`config.mk`:
```
export PLATFORM = sky130hd
export DESIGN_NAME = ring_router_node
export DESIGN_NICKNAME = d
export VERILOG_FILES = /design/src/rtl/ring_pkg.sv /design/src/rtl/ring_vc_buf.sv /design/src/rtl/ring_router_node.sv
export SDC_FILE = /design/constraint.sdc
export NUM_CORES = 1
export LEC_CHECK = 0
export CORE_ASPECT_RATIO = 0.75
export CORE_MARGIN = 3
export CORE_UTILIZATION = 55
export DETAILED_ROUTE_END_ITERATION = 7
export PLACE_DENSITY = 0.78
export SETUP_SLACK_MARGIN = 0.05
export SYNTH_ARGS = -nofsm -noshare
export SYNTH_HDL_FRONTEND = slang
export SYNTH_HIERARCHICAL = 1
export SYNTH_SLANG_ARGS = --single-unit
```
`constraint.sdc`:
```
create_clock -name clk -period 4.71 [get_ports clk]
set_clock_uncertainty 0.05 [all_clocks]
set_input_delay 0.942 -clock clk [delete_from_list [all_inputs] [get_ports clk]]
set_output_delay 0.942 -clock clk [all_outputs]
set_load 0.01 [all_outputs]
```
`src/rtl/ring_pkg.sv`:
```
// Shared widths, packet field positions and hop helpers for the ring router node.
package ring_pkg;

    localparam int unsigned PKT_W   = 64;
    localparam int unsigned VC_BIT  = 0;
    localparam int unsigned HOP_MSB = 8;
    localparam int unsigned HOP_LSB = 15;

    // Hop is stored MSB at bit 8; shifting right moves each bit toward bit 15.
    function automatic logic [PKT_W-1:0] hop_shift(input logic [PKT_W-1:0] pkt);
        logic [PKT_W-1:0] r;
        r = pkt;
        r[HOP_LSB:HOP_MSB+1] = pkt[HOP_LSB-1:HOP_MSB];
        r[HOP_MSB] = 1'b0;
        return r;
    endfunction

    function automatic logic hop_zero(input logic [PKT_W-1:0] pkt);
        return pkt[HOP_LSB:HOP_MSB] == '0;
    endfunction

endpackage

```
`src/rtl/ring_vc_buf.sv`:
```
// Single-packet buffer: one data register plus full flag.
module ring_vc_buf
    import ring_pkg::*;
(
    input  logic             clk,
    input  logic             reset,
    input  logic             wr,
    input  logic             rd,
    input  logic [PKT_W-1:0] wdata,
    output logic             full,
    output logic [PKT_W-1:0] data
);

    // Data is kept after a read so the output mirrors the last contents.
    always_ff @(posedge clk or negedge reset) begin
        if (!reset) begin
            full <= 1'b0;
            data <= '0;
        end else if (wr) begin
            full <= 1'b1;
            data <= wdata;
        end else if (rd) begin
            full <= 1'b0;
        end
    end

endmodule

```
`src/rtl/ring_router_node.sv`:
```
// Clockwise ring node: per-VC input/output buffers, time-shared by polarity
// between external link transfers (VC !p) and internal moves (VC p).
module ring_router_node
    import ring_pkg::*;
(
    input  logic             clk,
    input  logic             reset,
    output logic             polarity,
    input  logic             cwsi,
    output logic             cwri,
    input  logic [PKT_W-1:0] cwdi,
    output logic             cwso,
    input  logic             cwro,
    output logic [PKT_W-1:0] cwdo,
    input  logic             pesi,
    output logic             peri,
    input  logic [PKT_W-1:0] pedi,
    output logic             peso,
    input  logic             pero,
    output logic [PKT_W-1:0] pedo
);

    logic             ri_full [2];
    logic             pi_full [2];
    logic             ro_full [2];
    logic             po_full [2];
    logic [PKT_W-1:0] ri_data [2];
    logic [PKT_W-1:0] pi_data [2];
    logic [PKT_W-1:0] ro_data [2];
    logic [PKT_W-1:0] po_data [2];

    always_ff @(posedge clk or negedge reset) begin
        if (!reset) polarity <= 1'b0;
        else        polarity <= !polarity;
    end

    for (genvar v = 0; v < 2; v++) begin : g_vc
        localparam logic VC = 1'(v);

        logic             ext;
        logic             act;
        logic             prio;
        logic             fwd_req;
        logic             inj_req;
        logic             ej_go;
        logic             fwd_go;
        logic             inj_go;
        logic [PKT_W-1:0] ro_wdata;

        assign ext      = (polarity != VC);
        assign act      = (polarity == VC);
        assign fwd_req  = act && ri_full[v] && !hop_zero(ri_data[v]);
        assign inj_req  = act && pi_full[v];
        assign ej_go    = act && ri_full[v] && hop_zero(ri_data[v]) && !po_full[v];
        assign fwd_go   = !ro_full[v] && fwd_req && (!inj_req || !prio);
        assign inj_go   = !ro_full[v] && inj_req && (!fwd_req || prio);
        assign ro_wdata = inj_go ? pi_data[v] : hop_shift(ri_data[v]);

        // Round-robin bit only advances when both sources competed.
        always_ff @(posedge clk or negedge reset) begin
            if (!reset)                                             prio <= 1'b0;
            else if (!ro_full[v] && fwd_req && inj_req)             prio <= !prio;
        end

        ring_vc_buf u_ring_in (
            .clk(clk), .reset(reset),
            .wr(ext && cwsi && !ri_full[v]), .rd(ej_go || fwd_go),
            .wdata(cwdi), .full(ri_full[v]), .data(ri_data[v])
        );
        ring_vc_buf u_pe_in (
            .clk(clk), .reset(reset),
            .wr(ext && pesi && !pi_full[v]), .rd(inj_go),
            .wdata(pedi), .full(pi_full[v]), .data(pi_data[v])
        );
        ring_vc_buf u_ring_out (
            .clk(clk), .reset(reset),
            .wr(fwd_go || inj_go), .rd(ext && cwro && ro_full[v]),
            .wdata(ro_wdata), .full(ro_full[v]), .data(ro_data[v])
        );
        ring_vc_buf u_pe_out (
            .clk(clk), .reset(reset),
            .wr(ej_go), .rd(ext && pero && po_full[v]),
            .wdata(ri_data[v]), .full(po_full[v]), .data(po_data[v])
        );
    end

    // External side always looks at the VC opposite the current polarity.
    assign cwri = !(polarity ? ri_full[0] : ri_full[1]);
    assign peri = !(polarity ? pi_full[0] : pi_full[1]);
    assign cwso = cwro && (polarity ? ro_full[0] : ro_full[1]);
    assign peso = pero && (polarity ? po_full[0] : po_full[1]);
    assign cwdo = polarity ? ro_data[0] : ro_data[1];
    assign pedo = polarity ? po_data[0] : po_data[1];

endmodule
```
* After elaboration in Yosys (flattened, before gate mapping)
Cells that the tools add are included.
** Storage, ports and cells
- Output and inout port bits :: 133
- Bits of input ports :: 134
- Register bits :: 523
** Operators by class
- Reduce and logical (&&, ||, !) cells :: 75
- Bitwise logic cells :: 1
- Mux-type cells :: 24
** Operators with widths (number)
- 2-to-1 mux 64 bit :: 4
- logical AND 1 bit :: 38
- 2-to-1 mux 1 bit :: 20
- logical NOT 1 bit :: 19
- logical NOT 8 bit :: 2
- nonzero test 2 bit :: 8
- logical OR 1 bit :: 8
- NOT 1 bit :: 1

* Logic depth before layout (Yosys ltp)
- Depth after elaboration :: 8
- Mapped depth :: 8

* By module
The synthesis kept the hierarchy.
** Modules (own cells, without submodules)
- ring_vc_buf :: cells each 138, area each 2615.0 um2, instances 8
- ring_router_node :: cells each 337, area each 3482.1 um2, instances 1

* Worst setup path before layout
Ideal clock, no wire load.
- Path type :: flip-flop to output port
- Start :: reg polarity
- End :: out cwdo[39]
- Arrival :: 1.462 ns
- Slack :: 2.256 ns
- Required time :: 3.718 ns
- Cell stages (with the launch flop) :: 5
- Path buffers :: 3
- Cell sequence :: dfrtp_1 > buf_2 > clkbuf_1 > buf_2 > mux2_2
** Between the ends
- Cells in the longest elaborated chain, start to end :: 1
** Ends and longest elaborated chain
- start, declared :: RTL line ring_router_node.sv:8 : output logic polarity,
- start signal, assigned :: RTL line ring_router_node.sv:34 : else polarity <= !polarity;
- 2-to-1 mux 64 bit :: RTL line ring_router_node.sv:92 : assign cwdo = polarity ? ro_data[0] : ro_data[1];
- end, declared :: RTL line ring_router_node.sv:14 : output logic [PKT_W-1:0] cwdo,
Every way passes these cells.

* Worst setup path after layout
- Start :: reg polarity
- End :: out pedo[0]
** Between the ends
- Cells in the longest elaborated chain, start to end :: 1
** Ends and longest elaborated chain
- 2-to-1 mux 64 bit :: RTL line ring_router_node.sv:93 : assign pedo = polarity ? po_data[0] : po_data[1];
- end, declared :: RTL line ring_router_node.sv:20 : output logic [PKT_W-1:0] pedo
Every way passes these cells.

==> reports/results.ini <==
[worst_setup_path]
arrival_ns=2.91
rr_startpoint=g_vc[1].u_ring_in/data[13]
crit_required_ns=3.72
r2r_cells=6
path_max_fanout=80
cp_slowest_cell=dfrtp_4
max_stage_delay_ns=0.78
endpoint_kind=primary output
worstPathCellList=buf_12 > mux2_2 > clkdlybuf4s50_1
crit_type=register to primary output
cp-startpoint=polarity
worst_setup_path_start_kind=register

[pwr]
power.density_nw_per_um2=653
p_clk_share_pct=21.7
switching_share_pct=28.4
p_switching_w=0.00539
internal-power_w=0.0136
leakagePower_nw=13.1
p_comb_share_pct=36.3
seqPwrFrac_pct=42.1
vdd_ir_drop_max_mv=0.492

[logic_synthesis]
synth_seq_cells=523
synthMuxAreaShare_pct=40.8
synth_area_per_cell_um2=16.9
yosys_warnings=6
synth-xor-area-share_pct=0.0718
synth_edf_count=0
synth-simple-area-share_pct=0.908
synth_top_cell_by_area=dfrtp_1
synthCells=1441
synthTopCellsByArea=dfrtp_1, mux2_4, mux2_2
yosys.area_share.adder_pct=0
async_flop_share_pct=100
synth_top_family_by_area=multiplexers
yosysSeqAreaShare_pct=53.6
synth_fp_nets=1575
syn-cell-area_um2=24400
synth_compound_area_share_pct=1.12
synthFlopType=dfrtp_1
synth.distinct_cells=36
synth_top_area_share_pct=53.6

[clock_network]
post_cts_buffers=0
cts_hold_buf=0
clk_latency_ns=0.58
clk_pin_slew_ns=0.06
cts_tree=built
clk_path_buf_depth=3
post_cts_resized=0
root_buffer=clkbuf_16
cts_buffers=51
cts_sinks=523
htree_levels=2

[drt]
drc=0
first_iter_violations=680
vias=13100
viasPerCell=5.62
ant_nets=0
firstDrtPassIters=4
routedWlPerCell_um=24.3
drt-total-wl_um=56400

[die]
coreArea_um2=43600
die_area_um2=47000
die_y_um=188
start_util_pct=56.0
num_io_pins=267
row_count=66
die_w_um=249

[cells_and_area]
nets=1839
area_growth_pct=19.2
multiInputGateArea_um2=10500
drive_above_1_share_pct=45.5
seq_area_um2=13100
n_fill_cell=2932

[sta]
slew_violations=0
fin_crit_sh_pct=82.8
period_minus_slack_ns=3.90
timing.fmax_mhz=257
grt_setup_unrepaired=false
fin_ws_ns=0.811
setup_tns_ns=0
max-slew-margin-rel_pct=24.4
tightest_slew_ns=1.13
hold_violations=0
setup_viol=0

[global_route]
grtUsageMet2_pct=38.1
grt-ovfl-total=0
grt_pass1_vias=14700
grt_pass1_wl_um=89300
grtUsageMet3_pct=5.49
grt_max_degree=94
antenna_found_initial=9
grt.met1_usage_pct=35.3
track_usage_pct=24.3
busiest_layer=met2

[placement]
dp_hpwl_um=34900
place.port_buffers=266
place_ws_ns=1.38
gp_congestion=0.785

[hold_path]
hp-class=input port to async pin

[run_status]
status=completed

[run]
maxCapViolations=0

[layout make-up]
cell class | instances | share of cell area [%]
flip-flops and latches | 523 | 45.0
inverters | 11 | 0.142
clock inverters | 10 | 0.443
well taps | 578 | 2.49
diodes | 2 | 0.0172
clock buffers | 79 | 5.34
multi-input cells | 821 | 36.2
repair buffers | 297 | 10.4
[Yosys cell counts (all sizes together), types with 2 or more instances]
master    n
mux2    752
dfrtp   523
buf      84
a22o     14
inv      11
a21o      8
and3      5
nand2     5
nor4      5
and2      4
nor2      4
nor3      3
nor3b     3
o21ai     3
a31oi     2
clkbuf    2
mux2i     2
or2       2
[cell families (layout without fill, tap and decap cells)]
| group | after synthesis | count (layout) |
|---|---|---|
| buffers and inverters | 97 | 397 |
| and+or+nand+nor | 33 | 33 |
| AOI/OAI and AO/OA | 32 | 32 |
| other | 0 | 2 |
| xor gates and xnor gates | 2 | 2 |
| muxes | 754 | 754 |
| DFF | 523 | 523 |
[per-stage QoR]
step           hold slack (ns)  total power, W  instances  utilization, %  cell area (um2)
6_report                 0.358          0.0190       2321            66.7            29100
5_1_grt                  0.403          0.0200       2320            66.7            29100
4_1_cts                  0.356          0.0191       2319            66.7            29100
3_5_place_dp             0.439          0.0149       2230            62.9            27400
3_3_place_gp             0.434          0.0146       2230            62.9            27400
2_1_floorplan            0.422          0.0126       1441               -            24400
[power by group through the flow]
stage | sequential [W] | combinational (W) | clock [W]
floorplan | 0.00747 | 0.00508 | 0
global route | 0.00825 | 0.00732 | 0.00439
detailed placement | 0.00800 | 0.00689 | 0
global placement | 0.00789 | 0.00672 | 0
finish | 0.00799 | 0.00689 | 0.00412
CTS | 0.00796 | 0.00694 | 0.00421
[path summary, 6_finish.rpt]
path	end	slack [ns]
worst max-delay path	pedo[0]	0.81
worst min-delay path	g_vc[0].u_pe_out/data[41]	0.36
worst max register to register	g_vc[1].u_ring_out/data[47]	1.48
worst min register to register	g_vc[1].u_pe_in/data[8]	0.45
max in group asynchronous	polarity	3.14
min in group clk	g_vc[1].u_pe_in/data[8]	0.45
[critical path: cells and delay by family, from the launching register on]
family | cells | cell delay, ns
flip-flops | 1 | 0.78
buffers and inverters | 2 | 1.05
multiplexers | 1 | 0.40
[metal layers]
metal	part of all wire (%)	vias up
li1	-	5708
met1	47	6975
met2	46	283
met3	5.6	71
met4	1.4	14
met5	0.14	-
[sequential cells by signal, summed over array words and instances (netlist names)]
register	count
g_vc.u_pe_in/data	128
g_vc.u_pe_out/data	128
g_vc.u_ring_in/data	128
g_vc.u_ring_out/data	128
g_vc.prio	2
g_vc.u_pe_in/full	2
g_vc.u_pe_out/full	2
g_vc.u_ring_in/full	2
g_vc.u_ring_out/full	2
polarity	1
[placed cells by master, fill, tap and decap left out, drive strengths merged, types with 3 or more instances in the layout]
master,count
a21o,8
a22o,14
and2,4
and3,5
buf,32
bufinv,3
clkbuf,79
clkdlybuf4s50,265
clkinv,7
dfrtp,523
inv,11
mux2,752
nand2,5
nor2,4
nor3,3
nor3b,3
nor4,5
o21ai,3
(Power assumes the default switching activity.)
==> patch 1, RTL diff (same flow settings) <==
The package constant `HOP_MSB` goes from 8 to 9.
--- a/src/rtl/ring_pkg.sv
+++ b/src/rtl/ring_pkg.sv
@@ -3,7 +3,7 @@
 
     localparam int unsigned PKT_W   = 64;
     localparam int unsigned VC_BIT  = 0;
-    localparam int unsigned HOP_MSB = 8;
+    localparam int unsigned HOP_MSB = 9;
     localparam int unsigned HOP_LSB = 15;
 
     // Hop is stored MSB at bit 8; shifting right moves each bit toward bit 15.
Check against the original RTL: not equivalent (a bounded check fails within 4 cycles, from zero or initial values and one cycle with reset low).
==> patch 1 against the original RTL <==
Design area shrank 0.20%; first-iteration DRC count shrank 17%; largest power group unchanged; via count barely moved; power grew 5.2%; highest routed layer unchanged; worst setup slack gained 0.27 ns; synthesized area barely moved; sequential power is 4.1% higher; wire length is 1.4% higher; sequential share of layout area up 0.091 points; cell count grew 0.17%; non-clock buffer count grew 4; critical endpoint unchanged; sequential cell count is the same.
==> patch 1: results (changes against the original RTL) <==
Status
  • Result of the run: complete, no violations

Setup path
  • Reg2Reg Setup Slack: 1.53 ns (+0.05 ns)
  • Delay of the slowest cell on the worst path: 0.68 ns (-0.10 ns)
  • Largest fanout on the critical path: 66 (-18%)
  • Count of cells along the worst register-to-register path: 7 (+1)
  • Destination of the worst register-to-register timing path: g_vc[1].u_ring_out/data[28]
  • Data arrival time of the critical path: 2.64 ns (-0.27 ns)

Detailed routing
  • Via count: 13060 (+0.054%)
  • Final routed wire length divided by cell count: 24.61 um (+1.2%)
  • Wire length on met1: 26370 um (-0.39%)
  • Number of DRC violations after detailed-routing iteration 0: 564 (-17%)
  • Routed wire length on met3: 3116 um (-2.3%)

Placement
  • Worst slack at placement: 1.374 ns (-0.004200 ns)
  • Gpl congestion: 0.7715 (-1.7%)

Global route
  • Maximum number of pins on one net before global-route repair: 117 (+24%)
  • Global-route usage over all layers: 24.36% (about the same)
  • Met2 layer usage reported by global route: 38.97% (+0.88 points)
  • First-pass GRT wire length: 89330 um (about the same)
  • Vias in the first global route: 14640 (-0.14%)
  • Global-route track usage on met1: 34.39% (-0.90 points)

Finish
  • Seq. cell area: 13090 um^2 (unchanged)
  • Clock-cell share of area: 5.726% (-0.057 points)
  • Area share of buffers outside the clock network: 10.35% (-0.048 points)
  • Total number of multi-input combinational cells: 823 (+0.24%)
  • Fraction of layout instances using a drive strength above 1: 44.44% (-1.0 points)
  • Nonclk buf count: 301 (+1.3%)
  • Count of sequential standard cells: 523 (unchanged)
  • Multi-input combinational cell area: 10510 um^2 (-0.15%)
  • Layout net count: 1844 (+0.27%)
  • Filler Cell Count: 2965 (+1.1%)
  • Clock buffer count in the final layout: 77 (-2.5%)
  • Antenna diode count: 1 (-1)
  • Layout overhead on the synthesized area: 19.08%
  • Count of placed standard cells in the final layout, fillers left out: 2325 (+0.17%)

Timing
  • Time the final worst path needs with I/O delays and setup: 3.630 ns (-0.2688 ns)
  • Worst slew margin relative to its limit: 35.83% (+11 points)

Clocking
  • Inserted Clock Buffers: 50 (-2.0%)

Logic synthesis
  • Sequential cell area fraction in the yosys report: 53.67% (about the same)
  • Instance count of the mapped netlist: 1443 (+0.14%)
  • Synthesized net count: 1577 (+0.13%)
  • Top area cells in the synthesized netlist: sky130_fd_sc_hd__dfrtp_1 (54%), sky130_fd_sc_hd__mux2_4 (24%), sky130_fd_sc_hd__mux2_2 (12%)
  • Synth top cells by count: sky130_fd_sc_hd__dfrtp_1 (523), sky130_fd_sc_hd__mux2_4 (392), sky130_fd_sc_hd__mux2_2 (259)
  • Cell variety after synth: 32 (-11%)

Pwr
  • Peak supply drop: 0.3457 mV (-30%)
  • Leakage power: 13.03 nW (-0.30%)
-- patch 1: cell types whose count changed in the layout (fill, tap and decap cells not counted), moves of 2 or more --
cell and delta:
sky130_fd_sc_hd__a21oi_1 +2, sky130_fd_sc_hd__a22o_1 -2, sky130_fd_sc_hd__buf_12 -4, sky130_fd_sc_hd__buf_4 +8
sky130_fd_sc_hd__bufinv_16 +2, sky130_fd_sc_hd__clkbuf_1 +5, sky130_fd_sc_hd__clkbuf_8 -7, sky130_fd_sc_hd__clkinv_2 -2
sky130_fd_sc_hd__mux2_1 +16, sky130_fd_sc_hd__mux2_2 -14, sky130_fd_sc_hd__nand2_1 +2, sky130_fd_sc_hd__nor3_1 +2
sky130_fd_sc_hd__nor4_1 -2, sky130_fd_sc_hd__nor4_4 -2
-- patch 1: kinds of logic after synthesis --
group | after synthesis | share of synthesized area, %
simple gates | 35 | 0.8516
mux | 756 | 40.93
compound gates | 30 | 1.021
xor+xnor | 2 | 0.07184
flops | 523 | 53.67
buf+inv | 97 | 3.458
-- patch 1: how the worst min path moves through the flow --
| stage | to | slack [ns] | cells past startpoint |
|---|---|---|---|
| CTS | g_vc[1].u_ring_out/data[45] | 0.45 | 1 |
| floorplan | g_vc[0].u_pe_in/data[9] | 0.42 | 1 |
| finish | g_vc[1].u_ring_out/data[47] | 0.41 | 1 |
| detailed placement | g_vc[0].u_ring_out/data[23] | 0.44 | 1 |
| global route | g_vc[0].u_pe_out/data[62] | 0.46 | 1 |
| global placement | g_vc[1].u_pe_in/data[9] | 0.43 | 1 |
-- patch 1: power breakdown --
| group | switching, mW | leakage [nW] | internal, mW |
|---|---|---|---|
| combinational | 2.49 | 5.84 | 5.04 |
| clock | 1.70 | 0.809 | 2.43 |
| sequential | 1.54 | 6.38 | 6.78 |
| total | 5.74 | 13.0 | 14.2 |
==> patch 2, RTL diff (same flow settings) <==
Made on the original files. Register the inputs `cwsi`, `cwdi`, `cwro`, `pesi`, `pedi` and `pero` before use. The logic sees them one clock later.
--- a/src/rtl/ring_router_node.sv
+++ b/src/rtl/ring_router_node.sv
@@ -19,6 +19,22 @@
     input  logic             pero,
     output logic [PKT_W-1:0] pedo
 );
+
+    logic cwsi_q;
+    logic [PKT_W-1:0] cwdi_q;
+    logic cwro_q;
+    logic pesi_q;
+    logic [PKT_W-1:0] pedi_q;
+    logic pero_q;
+
+    always_ff @(posedge clk) begin
+        cwsi_q <= cwsi;
+        cwdi_q <= cwdi;
+        cwro_q <= cwro;
+        pesi_q <= pesi;
+        pedi_q <= pedi;
+        pero_q <= pero;
+    end
 
     logic             ri_full [2];
     logic             pi_full [2];
@@ -64,22 +80,22 @@
 
         ring_vc_buf u_ring_in (
             .clk(clk), .reset(reset),
-            .wr(ext && cwsi && !ri_full[v]), .rd(ej_go || fwd_go),
-            .wdata(cwdi), .full(ri_full[v]), .data(ri_data[v])
+            .wr(ext && cwsi_q && !ri_full[v]), .rd(ej_go || fwd_go),
+            .wdata(cwdi_q), .full(ri_full[v]), .data(ri_data[v])
         );
         ring_vc_buf u_pe_in (
             .clk(clk), .reset(reset),
-            .wr(ext && pesi && !pi_full[v]), .rd(inj_go),
-            .wdata(pedi), .full(pi_full[v]), .data(pi_data[v])
+            .wr(ext && pesi_q && !pi_full[v]), .rd(inj_go),
+            .wdata(pedi_q), .full(pi_full[v]), .data(pi_data[v])
         );
         ring_vc_buf u_ring_out (
             .clk(clk), .reset(reset),
-            .wr(fwd_go || inj_go), .rd(ext && cwro && ro_full[v]),
+            .wr(fwd_go || inj_go), .rd(ext && cwro_q && ro_full[v]),
             .wdata(ro_wdata), .full(ro_full[v]), .data(ro_data[v])
         );
         ring_vc_buf u_pe_out (
             .clk(clk), .reset(reset),
-            .wr(ej_go), .rd(ext && pero && po_full[v]),
+            .wr(ej_go), .rd(ext && pero_q && po_full[v]),
             .wdata(ri_data[v]), .full(po_full[v]), .data(po_data[v])
         );
     end
@@ -87,8 +103,8 @@
     // External side always looks at the VC opposite the current polarity.
     assign cwri = !(polarity ? ri_full[0] : ri_full[1]);
     assign peri = !(polarity ? pi_full[0] : pi_full[1]);
-    assign cwso = cwro && (polarity ? ro_full[0] : ro_full[1]);
-    assign peso = pero && (polarity ? po_full[0] : po_full[1]);
+    assign cwso = cwro_q && (polarity ? ro_full[0] : ro_full[1]);
+    assign peso = pero_q && (polarity ? po_full[0] : po_full[1]);
     assign cwdo = polarity ? ro_data[0] : ro_data[1];
     assign pedo = polarity ? po_data[0] : po_data[1];
 
Function: changed (a bounded check fails within 4 cycles, from zero or initial values and one cycle with reset low).
==> patch 2 against the original RTL <==
Sequential cell count grew 132; wire length rose by 8.0%; worst setup slack worse by 0.016 ns; synthesized area increased by 11%; power is 11% higher; highest routed layer is now met4; maximum frequency shrank 0.41%; largest cell class unchanged; critical path type unchanged; critical endpoint is now cwdo[20]; design area rose by 11%; critical path depth is the same.
==> patch 2: results (changes against the original RTL) <==
Status
  • Result of the run: complete, no violations

Finish
  • Filler Cell Count: 3223 (+9.9%)
  • Count of placed standard cells in the final layout, fillers left out: 2534 (+9.2%)
  • Fraction of layout instances using a drive strength above 1: 41.92% (-3.6 points)

Logic synthesis
  • Synth top cells by count: sky130_fd_sc_hd__dfrtp_1 (523), sky130_fd_sc_hd__mux2_4 (402), sky130_fd_sc_hd__mux2_2 (248)
  • Multiplexer fraction of the synthesized cell area: 36.97% (-3.8 points)
  • XOR/XNOR Fraction of Synth Area: 0.06478% (-0.0070 points)
  • Cell variety after synth: 37 (+2.8%)
  • Sequential cell area fraction in the yosys report: 58.18% (+4.5 points)

Clocking
  • Insertion delay to the later sink of the worst-skew pair: 0.61 ns (+0.03 ns)
  • Inserted Clock Buffers: 60 (+18%)

Placement
  • Placed instance area: 30110 um^2 (+9.8%)
  • DP Cell Count: 2421 (+8.6%)
  • Worst slack at placement: 1.404 ns (+0.02555 ns)
  • Gpl congestion: 0.7838 (-0.14%)
  • Post-detail-place hpwl: 36750 um (+5.2%)

Timing
  • Worst hold slack: 0.3971 ns (+0.03909 ns)
  • Maximum frequency from static timing analysis: 255.5 MHz (-0.41%)
  • Worst slew margin relative to its limit: 26.96% (+2.6 points)

Setup path
  • End point of the critical path: cwdo[20]
  • Destination of the worst register-to-register timing path: g_vc[0].u_ring_out/data[37]

Pwr
  • Peak supply drop: 0.4793 mV (-2.5%)
  • Leakage power: 14.43 nW (+10%)

Global route
  • Global-route usage over all layers: 23.74% (-0.60 points)
  • First-pass GRT wire length: 94120 um (+5.4%)
  • Number of antenna violations at the first check in global routing: 1 (-8)
  • Maximum number of pins on one net before global-route repair: 120 (+28%)

Detailed routing
  • Via count: 13970 (+7.0%)
  • DRT Pass-1 Iters: 5 (+1)
  • Final routed wire length divided by cell count: 24.04 um (-1.1%)
  • Number of DRC violations after detailed-routing iteration 0: 813 (+20%)
[patch 2: metal layers]
metal  vias up  GRT usage (%)  routed length (um)
li1       6136              -                   -
met1      7424          34.51               28350
met2       309          37.71               28570
met3        98          3.772                2663
met4         0          5.958                1340
met5         -              0                   0
[patch 2: final cells by class]
class	instances	area [um^2]	share of cell area, %
Clock buffer	98	1846	5.739
Antenna cell	1	2.502	0.007781
Sequential cell	655	15730	48.92
Multi-Input combinational cell	823	10560	32.84
Timing Repair Buffer	294	2978	9.260
Inverter	10	37.54	0.1167
Tap cell	639	799.5	2.486
Clock inverter	14	201.4	0.6264
[patch 2: worst max-delay path: cells and delay by family (launching register included)]
kind | cells | cell delay [ns]
buffers and inverters | 2 | 1.01
DFF | 1 | 0.82
muxes | 1 | 0.41
[patch 2: report_power, final]
part	internal (mW)	total, mW	switching [mW]
logic	4.58	6.82	2.24
registers	7.76	9.30	1.55
clock network	2.94	5.01	2.07
total	15.3	21.1	5.86
